--- src/rtl/ecap5_dwbarb_pkg.sv ---
// Shared types and constants for the two-master Wishbone arbiter.
`default_nettype none
package ecap5_dwbarb_pkg;

  typedef enum logic [1:0] {
    IDLE  = 2'd0,
    GNT0  = 2'd1,
    GNT1  = 2'd2,
    DRAIN = 2'd3
  } state_t;

  typedef enum logic {
    M0 = 1'b0,
    M1 = 1'b1
  } grant_t;

  localparam logic [31:0] DRAIN_DATA = 32'h0;

endpackage
`default_nettype wire

--- src/rtl/ecap5_dwbarb_tracker.sv ---
// Outstanding-request counter and no-ack watchdog for the arbiter's slave port.
`default_nettype none
module ecap5_dwbarb_tracker
  import ecap5_dwbarb_pkg::*;
#(
  parameter int MAX_OUTSTANDING = 4,
  parameter int TIMEOUT_CYCLES  = 1024
) (
  input  logic clk_i,
  input  logic rst_i,
  input  logic in_grant,
  input  logic accept,
  input  logic slave_ack,
  input  logic drain_ack,
  input  logic clear,
  output logic at_limit,
  output logic empty,
  output logic expired
);

  localparam int OUT_W = $clog2(MAX_OUTSTANDING + 1);
  localparam int WD_W  = (TIMEOUT_CYCLES > 0) ? $clog2(TIMEOUT_CYCLES + 1) : 1;
  localparam logic [OUT_W-1:0] OUT_MAX = OUT_W'(MAX_OUTSTANDING);

  logic [OUT_W-1:0] outstanding;
  logic [WD_W-1:0]  wdog;
  logic             inc;
  logic             dec;
  logic             wd_count;

  assign at_limit = (outstanding == OUT_MAX);
  assign empty    = (outstanding == '0);

  // Slave acks only count while granted; an ack with nothing pending is dropped.
  assign inc      = in_grant & accept & ~at_limit;
  assign dec      = ~empty & ((in_grant & slave_ack) | drain_ack);
  assign wd_count = in_grant & ~empty & ~slave_ack;

  always_ff @(posedge clk_i) begin
    if (rst_i || clear) begin
      outstanding <= '0;
    end else if (inc && !dec) begin
      outstanding <= outstanding + 1'b1;
    end else if (dec && !inc) begin
      outstanding <= outstanding - 1'b1;
    end
  end

  always_ff @(posedge clk_i) begin
    if (rst_i || !wd_count) begin
      wdog <= '0;
    end else begin
      wdog <= wdog + 1'b1;
    end
  end

  // Fires on the last silent cycle so the FSM enters DRAIN exactly at the limit.
  generate
    if (TIMEOUT_CYCLES > 0) begin : g_wdog_on
      assign expired = wd_count & (wdog == WD_W'(TIMEOUT_CYCLES - 1));
    end else begin : g_wdog_off
      assign expired = 1'b0;
    end
  endgenerate

endmodule
`default_nettype wire

--- src/rtl/ecap5_dwbarb.sv ---
// Two-master, one-slave Wishbone B4 pipelined arbiter with fair round-robin
// grant, outstanding-request limiting and a draining watchdog.
`default_nettype none
module ecap5_dwbarb
  import ecap5_dwbarb_pkg::*;
#(
  parameter int MAX_OUTSTANDING = 4,
  parameter int TIMEOUT_CYCLES  = 1024
) (
  input  logic        clk_i,
  input  logic        rst_i,
  input  logic [31:0] m0_wb_adr_i,
  input  logic [31:0] m0_wb_dat_i,
  input  logic [3:0]  m0_wb_sel_i,
  input  logic        m0_wb_we_i,
  input  logic        m0_wb_stb_i,
  input  logic        m0_wb_cyc_i,
  output logic [31:0] m0_wb_dat_o,
  output logic        m0_wb_ack_o,
  output logic        m0_wb_stall_o,
  input  logic [31:0] m1_wb_adr_i,
  input  logic [31:0] m1_wb_dat_i,
  input  logic [3:0]  m1_wb_sel_i,
  input  logic        m1_wb_we_i,
  input  logic        m1_wb_stb_i,
  input  logic        m1_wb_cyc_i,
  output logic [31:0] m1_wb_dat_o,
  output logic        m1_wb_ack_o,
  output logic        m1_wb_stall_o,
  output logic [31:0] s_wb_adr_o,
  output logic [31:0] s_wb_dat_o,
  output logic [3:0]  s_wb_sel_o,
  output logic        s_wb_we_o,
  output logic        s_wb_stb_o,
  output logic        s_wb_cyc_o,
  input  logic [31:0] s_wb_dat_i,
  input  logic        s_wb_ack_i,
  input  logic        s_wb_stall_i,
  output logic        timeout_o
);

  state_t state;
  grant_t last_grant;

  logic in_grant;
  logic cur_cyc;
  logic release_bus;
  logic accept;
  logic drain_ack;
  logic at_limit;
  logic empty;
  logic expired;

  assign in_grant    = (state == GNT0) || (state == GNT1);
  assign cur_cyc     = (state == GNT0) ? m0_wb_cyc_i : m1_wb_cyc_i;
  assign release_bus = in_grant & ~cur_cyc;
  assign accept      = s_wb_stb_o & ~s_wb_stall_i;
  assign drain_ack   = (state == DRAIN) & ~empty;

  ecap5_dwbarb_tracker #(
    .MAX_OUTSTANDING (MAX_OUTSTANDING),
    .TIMEOUT_CYCLES  (TIMEOUT_CYCLES)
  ) u_tracker (
    .clk_i     (clk_i),
    .rst_i     (rst_i),
    .in_grant  (in_grant),
    .accept    (accept),
    .slave_ack (s_wb_ack_i),
    .drain_ack (drain_ack),
    .clear     (release_bus),
    .at_limit  (at_limit),
    .empty     (empty),
    .expired   (expired)
  );

  always_ff @(posedge clk_i) begin
    if (rst_i) begin
      state      <= IDLE;
      last_grant <= M1;
      timeout_o  <= 1'b0;
    end else begin
      case (state)
        IDLE: begin
          if (m0_wb_cyc_i && (!m1_wb_cyc_i || last_grant == M1)) begin
            state      <= GNT0;
            last_grant <= M0;
          end else if (m1_wb_cyc_i) begin
            state      <= GNT1;
            last_grant <= M1;
          end
        end
        GNT0: begin
          // Dropping cyc ends (or aborts) the cycle; a waiting peer takes over directly.
          if (!m0_wb_cyc_i) begin
            if (m1_wb_cyc_i) begin
              state      <= GNT1;
              last_grant <= M1;
            end else begin
              state <= IDLE;
            end
          end else if (expired) begin
            state     <= DRAIN;
            timeout_o <= 1'b1;
          end
        end
        GNT1: begin
          if (!m1_wb_cyc_i) begin
            if (m0_wb_cyc_i) begin
              state      <= GNT0;
              last_grant <= M0;
            end else begin
              state <= IDLE;
            end
          end else if (expired) begin
            state     <= DRAIN;
            timeout_o <= 1'b1;
          end
        end
        DRAIN: begin
          if (empty) begin
            state <= IDLE;
          end
        end
        default: state <= IDLE;
      endcase
    end
  end

  always_comb begin
    s_wb_adr_o    = '0;
    s_wb_dat_o    = '0;
    s_wb_sel_o    = '0;
    s_wb_we_o     = 1'b0;
    s_wb_stb_o    = 1'b0;
    s_wb_cyc_o    = 1'b0;
    m0_wb_dat_o   = '0;
    m0_wb_ack_o   = 1'b0;
    m0_wb_stall_o = 1'b1;
    m1_wb_dat_o   = '0;
    m1_wb_ack_o   = 1'b0;
    m1_wb_stall_o = 1'b1;
    case (state)
      GNT0: begin
        s_wb_adr_o    = m0_wb_adr_i;
        s_wb_dat_o    = m0_wb_dat_i;
        s_wb_sel_o    = m0_wb_sel_i;
        s_wb_we_o     = m0_wb_we_i;
        s_wb_stb_o    = m0_wb_stb_i & ~at_limit;
        s_wb_cyc_o    = m0_wb_cyc_i;
        m0_wb_dat_o   = s_wb_dat_i;
        m0_wb_ack_o   = s_wb_ack_i;
        m0_wb_stall_o = s_wb_stall_i | at_limit;
      end
      GNT1: begin
        s_wb_adr_o    = m1_wb_adr_i;
        s_wb_dat_o    = m1_wb_dat_i;
        s_wb_sel_o    = m1_wb_sel_i;
        s_wb_we_o     = m1_wb_we_i;
        s_wb_stb_o    = m1_wb_stb_i & ~at_limit;
        s_wb_cyc_o    = m1_wb_cyc_i;
        m1_wb_dat_o   = s_wb_dat_i;
        m1_wb_ack_o   = s_wb_ack_i;
        m1_wb_stall_o = s_wb_stall_i | at_limit;
      end
      DRAIN: begin
        // Slave port is idle; the stuck master is retired with dummy acks.
        if (last_grant == M0) begin
          m0_wb_dat_o = DRAIN_DATA;
          m0_wb_ack_o = ~empty;
        end else begin
          m1_wb_dat_o = DRAIN_DATA;
          m1_wb_ack_o = ~empty;
        end
      end
      default: ;
    endcase
  end

endmodule
`default_nettype wire

--- config.mk ---
export PLATFORM = sky130hd
export DESIGN_NAME = ecap5_dwbarb
export DESIGN_NICKNAME = d
export VERILOG_FILES = /design/src/rtl/ecap5_dwbarb_pkg.sv /design/src/rtl/ecap5_dwbarb_tracker.sv /design/src/rtl/ecap5_dwbarb.sv
export SDC_FILE = /design/constraint.sdc
export NUM_CORES = 1
export LEC_CHECK = 0
export CAP_MARGIN = 20
export CELL_PAD_IN_SITES_DETAIL_PLACEMENT = 1
export CELL_PAD_IN_SITES_GLOBAL_PLACEMENT = 2
export CORE_MARGIN = 2
export CORE_UTILIZATION = 10
export DETAILED_ROUTE_END_ITERATION = 8
export PLACE_DENSITY = 0.93
export SYNTH_ARGS = -nofsm -noshare
export SYNTH_HDL_FRONTEND = slang
export SYNTH_SLANG_ARGS = --single-unit
--- constraint.sdc ---
create_clock -name clk_i -period 2.4 [get_ports clk_i]
set_input_delay 0.72 -clock clk_i [delete_from_list [all_inputs] [get_ports clk_i]]
set_output_delay 0.72 -clock clk_i [all_outputs]
set_load 0.02 [all_outputs]
==> results of run 1 <==
-- power by group through the flow --
stage	Clock, W	Combinational, W	Sequential [W]
floorplan	0	0.00121	0.000383
global placement	0	0.00261	0.000387
detailed placement	0	0.00262	0.000388
CTS	0.000382	0.00304	0.000383
global route	0.000396	0.00341	0.000396
finish	0.000376	0.00323	0.000390
-- routing by layer --
metal / vias up / GRT usage / wire, um
li1: 1826 / - / -
met1: 1836 / 0.1657 / 7359
met2: 150 / 0.2915 / 10460
met3: 12 / 0.02790 / 1248
met4: 0 / 0.03026 / 307
met5: - / 0 / 0
-- cells in the final DEF (no fill, tap or decap), types with 8 or more instances in the layout --
master and count:
clkdlybuf4s50_1 173, buf_6 89, and2_1 59, a22o_4 39, buf_4 36, clkbuf_2 35, a22o_1 31, buf_12 21
dfxtp_1 16, buf_2 15, nor2_1 13, nand2_1 10, clkbuf_16 10, and2_4 8, a21oi_1 8, clkdlybuf4s15_1 8
-- final cells by class --
type | count | area [um2]
diodes | 1 | 2.502
clock buffers | 4 | 88.84
fillers | 2530 | 14750
inverters | 7 | 31.28
multi-input cells | 241 | 2216
flip-flops and latches | 18 | 365.4
well taps | 280 | 350.3
repair buffers | 398 | 4151
-- cells by family after synthesis --
logic type	Yosys count	synth area share
compound gates	97	0.3446
xor+xnor	10	0.03891
fa+ha+maj	10	0.05892
buf+inv	35	0.06337
flops	18	0.1601
mux	3	0.01390
simple gates	121	0.3202
-- final timing paths --
| kind | start | to | slack (ns) | cells after the start |
|---|---|---|---|---|
| max | state[1] | s_wb_adr_o[4] | -0.14 | 8 |
| min | u_tracker.wdog[0] | u_tracker.wdog[0] | 0.46 | 1 |
| max reg2reg | state[0] | u_tracker.outstanding[2] | 0.01 | 13 |
| min reg2reg | u_tracker.wdog[0] | u_tracker.wdog[0] | 0.46 | 1 |
-- what timing repair did --
action                                  4_1_cts  5_1_grt
endpoints found under the setup margin      140      129
gates resized for setup                     521      137
cloned                                        7        7
buffers inserted                             30        7
pin swaps                                    47       28
-- metrics by stage --
step | utilization | instances
after floorplan | - | 294
after global placement | 0.2825 | 898
after detailed placement | 0.2825 | 898
after CTS | 0.3194 | 938
after global routing | 0.3281 | 949
final | 0.3281 | 949
-- worst max-delay path: cells and delay by family, from the launching register on --
kind,cells,cell delay [ns]
adders and majority gates,1,0.14
DFF,1,0.35
and+or+nand+nor,1,0.21
AOI/OAI and AO/OA,1,0.25
buffers and inverters,5,0.60
-- state kept, by name, summed over array words and instances, names as in the netlist --
register and cells:
state 2, u_tracker.outstanding 3, timeout_o 1, last_grant 1
u_tracker.wdog 11
==> impl_metrics.csv, run 1 <==
group,metric,value,unit
yosys,synth_fp_nets,482,
yosys,synth_area_leaders,"a22o_1, and2_1, dfxtp_1, ha_1, clkbuf_1",
cts,cts.sinks,18,
yosys,synth_edf_count,0,
power_and_ir_drop,internal_power,0.002356,W
yosys,async_reset_ff_frac,0,
cts,h-tree-depth,1,
yosys,netlist.area_leader.share,0.2724,
yosys,yosysMostFrequentCell,"a22o_1",
global_routing,grt_pass1_vias,4001,
cts,cts_tree,"yes",
routing,final_antenna_net_count,0,
power_and_ir_drop,seqPwrFrac,0.098,
cts,cts-buffers-inserted,3,
global_routing,grt_usage,0.1488,
sta,fmax,394.4,MHz
cts,insertion_delay,0.25,ns
outcome,violations,"setup timing",
placement,routabilityCongestion,0.7531,
power_and_ir_drop,powerDensity,554.0,nW/um2
yosys,syn_avg_cell_area,7.656,um2
critical_path,critical_path_class,"reg -> out",
layout,area_delta_synth_final,220.1,%
yosys,yosysWarnings,0,
critical_path,crit_chain,"inv_4 > buf_6 > ha_4 > and2_4 > buf_12 > clkbuf_16 > a22o_4 > buf_6",
critical_path,cp-end-kind,"primary output",
sta,maxSlewHeadroom,0.7068,
sta,finalWorstSetupSlack,-0.1355,ns
global_routing,gr-total-overflow,0,
cts,path_clk_slew,0.06,ns
yosys,synth_flop_cell,"dfxtp_1",
sta,fin_crit_sh,1.056,
floorplan,core,21960,um2
yosys,synth.distinct_cells,41,
yosys,ys_ff_latch,18,
outcome,status,"finished with violations",
global_routing,grt_pass1_wl,26.77,mm
sta,worst_pin_slew,0.4360,ns
sta,slew_viol_final,0,
floorplan,start_util,0.1025,
sta,hold_slack,0.4621,ns
power_and_ir_drop,switching_share,0.4097,
critical_path,worst_ep_arrival_time,1.82,ns
floorplan,die_w,154.0,um
power_and_ir_drop,ir_drop,0.3070,mV
sta,fin_crit,2.535,ns
routing,vias_per_cell,4.030,
layout,design_area,7206,um2
sta,skew,0.003262,ns
routing,drtIter0Drc,122,
placement,portBuffers,317,
critical_path,slowest_delay,0.35,ns
floorplan,die_y,154.0,um
floorplan,ioPinCount,318,
critical_path,required,1.68,ns
sta,hold_viol,0,
routing,dr.pass1.iters,4,
routing,routedWlPerCell,20.42,um
yosys,synth_seq_area_share,0.1601,
placement,dpl_cell_area,6203,um2
floorplan,die_area,23730,um2
power_and_ir_drop,p_sw,0.001635,W
global_routing,grt_max_degree,44,
layout,final_nets,857,
cts,clock-root-buffer,"clkbuf_16",
global_routing,antenna_found_initial,1,
power_and_ir_drop,power_frac_clock,0.094,
placement,hpwl,14.53,mm
yosys,syn-instance-count,294,
run,maxCapViolations,0,
routing,drc_errors,0,
yosys,synth_area,2251,um2
critical_path,cp-start-kind,"flop",
sta,finalSetupViolations,64,
sta,rsz0062_at_grt,"yes",
power_and_ir_drop,p_comb_frac,0.808,
layout,drive_above_1_share,0.4296,
critical_path,crit_fanout,6,
power_and_ir_drop,p_total,0.003992,W
placement,dp_slack,-0.4789,ns
critical_path,cpMaxStageDelayCell,"dfxtp_2",
power_and_ir_drop,p_leak,3.182,nW
cts,cts_max_path_buffers,2,
yosys,yosysTopAreaCell,"a22o_1",
floorplan,rows,54,
cts,cts.hold.buffers_added,0,
yosys,synthTopCellsByCount,"a22o_1, and2_1, clkbuf_1",
routing,drt_wl_total,19.38,mm
critical_path,crit_top_cell,"buf_6",
hold_path,hold_class,"reg -> reg",
routing,vias,3824,
sta,tns,-6.229,ns
Note: power is estimated with default switching activity, not from simulation.
==> run 2: changes to the inputs <==
- CORE_ASPECT_RATIO: not set -> 0.9
==> impl_metrics.csv, run 2 (synthesis gave the netlist of run 1 again) <==
group,metric,value,unit
outcome,status,"finished with violations",
outcome,violations,"setup timing",
routing,vias,3670,
critical_path,r2r_start,"state[0]",
layout,drive_above_1_share,0.3812,
floorplan,die_y,146.3,um
floorplan,die_area,23730,um2
placement,routabilityCongestion,0.7508,
global_routing,grt_usage,0.1374,
layout,final_cell_mix,"clkdlybuf4s50_1, buf_6, and2_1",
hold_path,holdPathStages,1,
critical_path,cpMaxStageDelayCell,"dfxtp_4",
layout,layout_commonest_cell,"clkdlybuf4s50_1",
cts,cts_tree,"yes",
sta,fin_crit_sh,1.075,
layout,antennaDiodeCount,0,
critical_path,crit_fanout,7,
routing,final_antenna_net_count,0,
routing,drc_errors,0,
global_routing,grt_max_degree,44,
sta,fmax,387.7,MHz
sta,hold_viol,0,
critical_path,cpLargestDelayFamily,"buffers and inverters",
sta,skew,0.003022,ns
global_routing,grt_pass1_wl,24.97,mm
global_routing,gr-total-overflow,0,
floorplan,start_util,0.1009,
layout,reg.largest.list,"u_tracker.wdog x11, u_tracker.outstanding x3, state x2",
sta,finalWorstSetupSlack,-0.1795,ns
sta,maxSlewHeadroom,0.7275,
cts,clock-root-buffer,"clkbuf_16",
sta,tns,-6.502,ns
critical_path,cp.depth,8,
cts,h-tree-depth,1,
sta,worst_pin_slew,0.4052,ns
cts,cts.sinks,18,
power_and_ir_drop,p_leak,2.991,nW
layout,final_cells,945,
sta,slew_viol_final,0,
power_and_ir_drop,p_total,0.003745,W
critical_path,crit_top_cell,"buf_6",
critical_path,critical_path_class,"reg -> out",
layout,fin_util,0.3095,
placement,dpl_cell_area,6252,um2
floorplan,rows,52,
power_and_ir_drop,powerDensity,542.2,nW/um2
critical_path,worst_ep_arrival_time,1.86,ns
cts,path_clk_slew,0.06,ns
cts,cts-buffers-inserted,3,
critical_path,worst_r2r_endpoint,"u_tracker.outstanding[2]",
routing,drt_wl_total,17.29,mm
critical_path,cp-start-kind,"flop",
floorplan,core,22320,um2
hold_path,hold_class,"reg -> reg",
sta,fin_crit,2.579,ns
critical_path,required,1.68,ns
cts,cts.hold.buffers_added,0,
floorplan,die_w,162.1,um
layout,regMostFlops,"u_tracker.wdog",
layout,design_area,6908,um2
run,maxCapViolations,0,
critical_path,slowest_delay,0.36,ns
critical_path,setup.worst_path.start,"state[0]",
sta,finalSetupViolations,70,
routing,routedWlPerCell,18.30,um
layout,largest_reg_flops,11,
cts,insertion_delay,0.25,ns
critical_path,path_buf_inv,5,
placement,portBuffers,317,
floorplan,ioPinCount,318,
global_routing,antenna_found_initial,0,
critical_path,endpoint,"s_wb_adr_o[19]",
layout,final_nets,837,
placement,dp_cells,920,
layout,area_delta_synth_final,206.9,%
critical_path,reg2regPathDepth,13,
power_and_ir_drop,ir_drop,0.2624,mV
placement,hpwl,13.54,mm
routing,dr.pass1.iters,4,
routing,drtIter0Drc,106,
critical_path,cp-end-kind,"primary output",
sta,rsz0062_at_grt,"yes",
critical_path,crit_chain,"inv_4 > buf_6 > ha_4 > and2_4 > buf_12 > bufbuf_16 > a22o_4 > buf_6",
routing,vias_per_cell,3.884,
cts,cts_max_path_buffers,2,
global_routing,grt_pass1_vias,3920,
critical_path,ff2ff_setup_slack,-0.06,ns
-- run 2: how the worst min path moves through the flow --
stage | from | endpoint
floorplan | u_tracker.wdog[0] | u_tracker.wdog[0]
global placement | u_tracker.wdog[0] | u_tracker.wdog[0]
detailed placement | u_tracker.wdog[0] | u_tracker.wdog[0]
CTS | u_tracker.wdog[0] | u_tracker.wdog[0]
global route | u_tracker.wdog[0] | u_tracker.wdog[0]
finish | u_tracker.wdog[0] | u_tracker.wdog[0]
-- run 2: layer usage --
layer | vias to the layer above | track usage | routed length [um]
met3 | 10 | 0.02699 | 1144
met4 | 0 | 0.02080 | 187
met2 | 143 | 0.2568 | 9003
met1 | 1732 | 0.1644 | 6954
li1 | 1785 | - | -
met5 | - | 0 | 0
-- run 2: timing repair --
item,in CTS,in global routing
buffers inserted,13,2
gates resized for setup,591,89
endpoints found under the setup margin,140,129
pin swaps,46,18
cloned,9,1
-- run 2: worst register-to-register path: cells and delay by family (launching register included) --
kind	cells	cell delay, ns
adder cells (fa/ha/maj)	3	0.69
XOR/XNOR	1	0.16
multiplexers	1	0.21
AO/OA/AOI/OAI	1	0.12
buffers and inverters	4	0.36
AND/OR/NAND/NOR	3	0.50
flip-flops	1	0.36
-- run 2: layout make-up --
type	count	area, um2
repair buffers	378	3929
well taps	297	371.6
clock buffers	4	88.84
multi-input cells	241	2125
inverters	7	28.78
flip-flops and latches	18	365.4
fillers	2555	15410
-- run 2: where the power goes --
part	internal (W)	switching [W]	total [W]
Combinational	0.00163	0.00136	0.00298
Clock	0.000254	0.000121	0.000375
Sequential	0.000333	0.0000534	0.000386
Total	0.00221	0.00153	0.00375
-- run 2: metrics by stage --
stage / setup WS (ns) / hold slack, ns
floorplan: -0.002862 / 0.4299
global placement: -0.4344 / 0.4422
detailed placement: -0.4442 / 0.4611
CTS: -0.1939 / 0.4744
global route: -0.2281 / 0.4882
finish: -0.1795 / 0.4744
==> run 3: changes to the inputs <==
- CORE_UTILIZATION: 10 -> 11
- PLACE_DENSITY: 0.93 -> 0.95
- clock period: 2.4 -> 3.3 ns (I/O delays scaled with it)
==> impl_metrics.csv, run 3 (synthesis gave the netlist of run 1 again) <==
group,metric,value,unit
floorplan,die_y,139.7,um
critical_path,r2r_start,"state[0]",
critical_path,cp-end-kind,"primary output",
outcome,status,"completed",
critical_path,reg2regPathDepth,14,
layout,seqCellArea,360.3,um2
global_routing,grt_pass1_wl,21.33,mm
critical_path,required,2.31,ns
global_routing,gr-total-overflow,0,
critical_path,crit_top_cell,"clkdlybuf4s50_1",
layout,antennaDiodeCount,0,
sta,fin_crit,3.253,ns
routing,drc_errors,0,
routing,routedWlPerCell,17.62,um
critical_path,slowest_delay,0.60,ns
floorplan,ioPinCount,318,
layout,fin_util,0.3010,
critical_path,ff2ff_setup_slack,0.50,ns
floorplan,die_area,21620,um2
placement,hpwl,12.35,mm
sta,worst_pin_slew,0.4013,ns
cts,clock-root-buffer,"clkbuf_16",
cts,insertion_delay,0.25,ns
floorplan,die_w,154.8,um
critical_path,worst_ep_arrival_time,2.26,ns
routing,drtIter0Drc,136,
layout,reg.largest.list,"u_tracker.wdog x11, u_tracker.outstanding x3, state x2",
layout,final_cells,858,
layout,final_nets,793,
routing,dr.pass1.iters,4,
cts,cts_max_path_buffers,2,
sta,hold_slack,0.4627,ns
sta,maxSlewHeadroom,0.7302,
layout,final_cell_mix,"clkdlybuf4s50_1, a22o_1, and2_1",
cts,cts.hold.buffers_added,0,
cts,cts.sinks,18,
sta,slew_viol_final,0,
sta,fin_crit_sh,0.9857,
layout,fillCellCount,2329,
power_and_ir_drop,powerDensity,374.0,nW/um2
cts,path_clk_slew,0.05,ns
layout,multi_input_area,1753,um2
layout,drive_above_1_share,0.05970,
placement,dpl_cell_area,5872,um2
routing,final_antenna_net_count,0,
run,maxCapViolations,0,
critical_path,cp-start-kind,"input pin",
layout,regMostFlops,"u_tracker.wdog",
placement,portBuffers,317,
cts,cts_tree,"yes",
sta,fmax,307.4,MHz
routing,vias,3440,
hold_path,whs_endpoint,"u_tracker.wdog[0]",
hold_path,holdPathStages,1,
floorplan,start_util,0.1123,
layout,design_area,6035,um2
cts,cts-buffers-inserted,3,
power_and_ir_drop,p_leak,2.617,nW
sta,finalSetupViolations,0,
placement,routabilityCongestion,0.7313,
floorplan,rows,49,
hold_path,min_from,"u_tracker.wdog[0]",
global_routing,grt_pass1_vias,3444,
placement,dp_cells,853,
critical_path,critical_path_class,"in -> out",
floorplan,core,20050,um2
critical_path,crit_chain,"clkdlybuf4s50_1 > a22o_1 > clkdlybuf4s50_1",
global_routing,grt_max_degree,44,
layout,largest_reg_flops,11,
global_routing,antenna_found_initial,1,
critical_path,cpMaxStageDelayCell,"clkdlybuf4s50_1",
power_and_ir_drop,ir_drop,0.1477,mV
routing,vias_per_cell,4.009,
sta,skew,0.001409,ns
critical_path,worst_r2r_endpoint,"u_tracker.outstanding[2]",
hold_path,hold_class,"reg -> reg",
layout,layout_commonest_cell,"clkdlybuf4s50_1",
sta,hold_viol,0,
cts,h-tree-depth,1,
critical_path,crit_fanout,1,
global_routing,grt_usage,0.1265,
routing,drt_wl_total,15.12,mm
layout,area_delta_synth_final,168.1,%
cts,post_cts_buffers,0,
run 3: cell count changes in the layout (fill, tap and decap cells not counted), sizes merged, moves of 10 or more:
cell           delta
dlymetal6s2s     +19
dlygate4sd2      +10
buf             -132
clkdlybuf4s50   +100
clkbuf           -18
clkdlybuf4s15    -22
run 3: metal layers:
metal	wire length (um)	global-route usage	up-vias
met5	0	0	-
met4	148	0.02096	0
met3	1118	0.02834	10
met2	8272	0.2521	144
met1	5580	0.1365	1601
li1	-	-	1685
run 3: area by class of cell:
type                            instances  area share
Sequential cell                        18     0.05971
Multi-Input combinational cell        241      0.2905
Tap cell                              255     0.05287
Inverter                                7    0.004354
Clock buffer                            3     0.01244
Timing Repair Buffer                  334      0.5801
run 3: worst max-delay path by stage:
stage | from | slack, ns | endpoint
detailed placement | m0_wb_sel_i[2] | -0.19 | s_wb_sel_o[2]
global placement | m0_wb_sel_i[2] | -0.20 | s_wb_sel_o[2]
floorplan | state[0] | 0.47 | s_wb_adr_o[0]
global route | state[1] | -0.02 | s_wb_adr_o[8]
finish | m1_wb_dat_i[4] | 0.05 | s_wb_dat_o[4]
CTS | state[1] | 0.0005 | s_wb_adr_o[8]
run 3: where the power goes:
group	internal [W]	total, W	switching, W
combinational	0.000904	0.00174	0.000833
sequential	0.000240	0.000277	0.0000365
clock	0.000160	0.000243	0.0000832
total	0.00130	0.00226	0.000953
run 3: what timing repair did:
item,in CTS,in global routing
resized for setup,15,23
setup endpoints to repair,15,47
pin swaps,0,0
cloned,0,2
run 3: critical path: cells and delay by family:
kind / cells / cell delay, ns
AOI/OAI and AO/OA: 1 / 0.15
buffers and inverters: 2 / 1.13
run 3: metrics by stage:
step | setup slack (ns) | TNS (ns) | power [W]
final | 0.04724 | 0 | 0.002257
after global routing | -0.01970 | -0.01970 | 0.002393
after CTS | 0.0005285 | 0 | 0.002270
after detailed placement | -0.1948 | -0.2656 | 0.002035
after global placement | -0.1984 | -0.2446 | 0.002016
after floorplan | 0.4696 | 0 | 0.001088
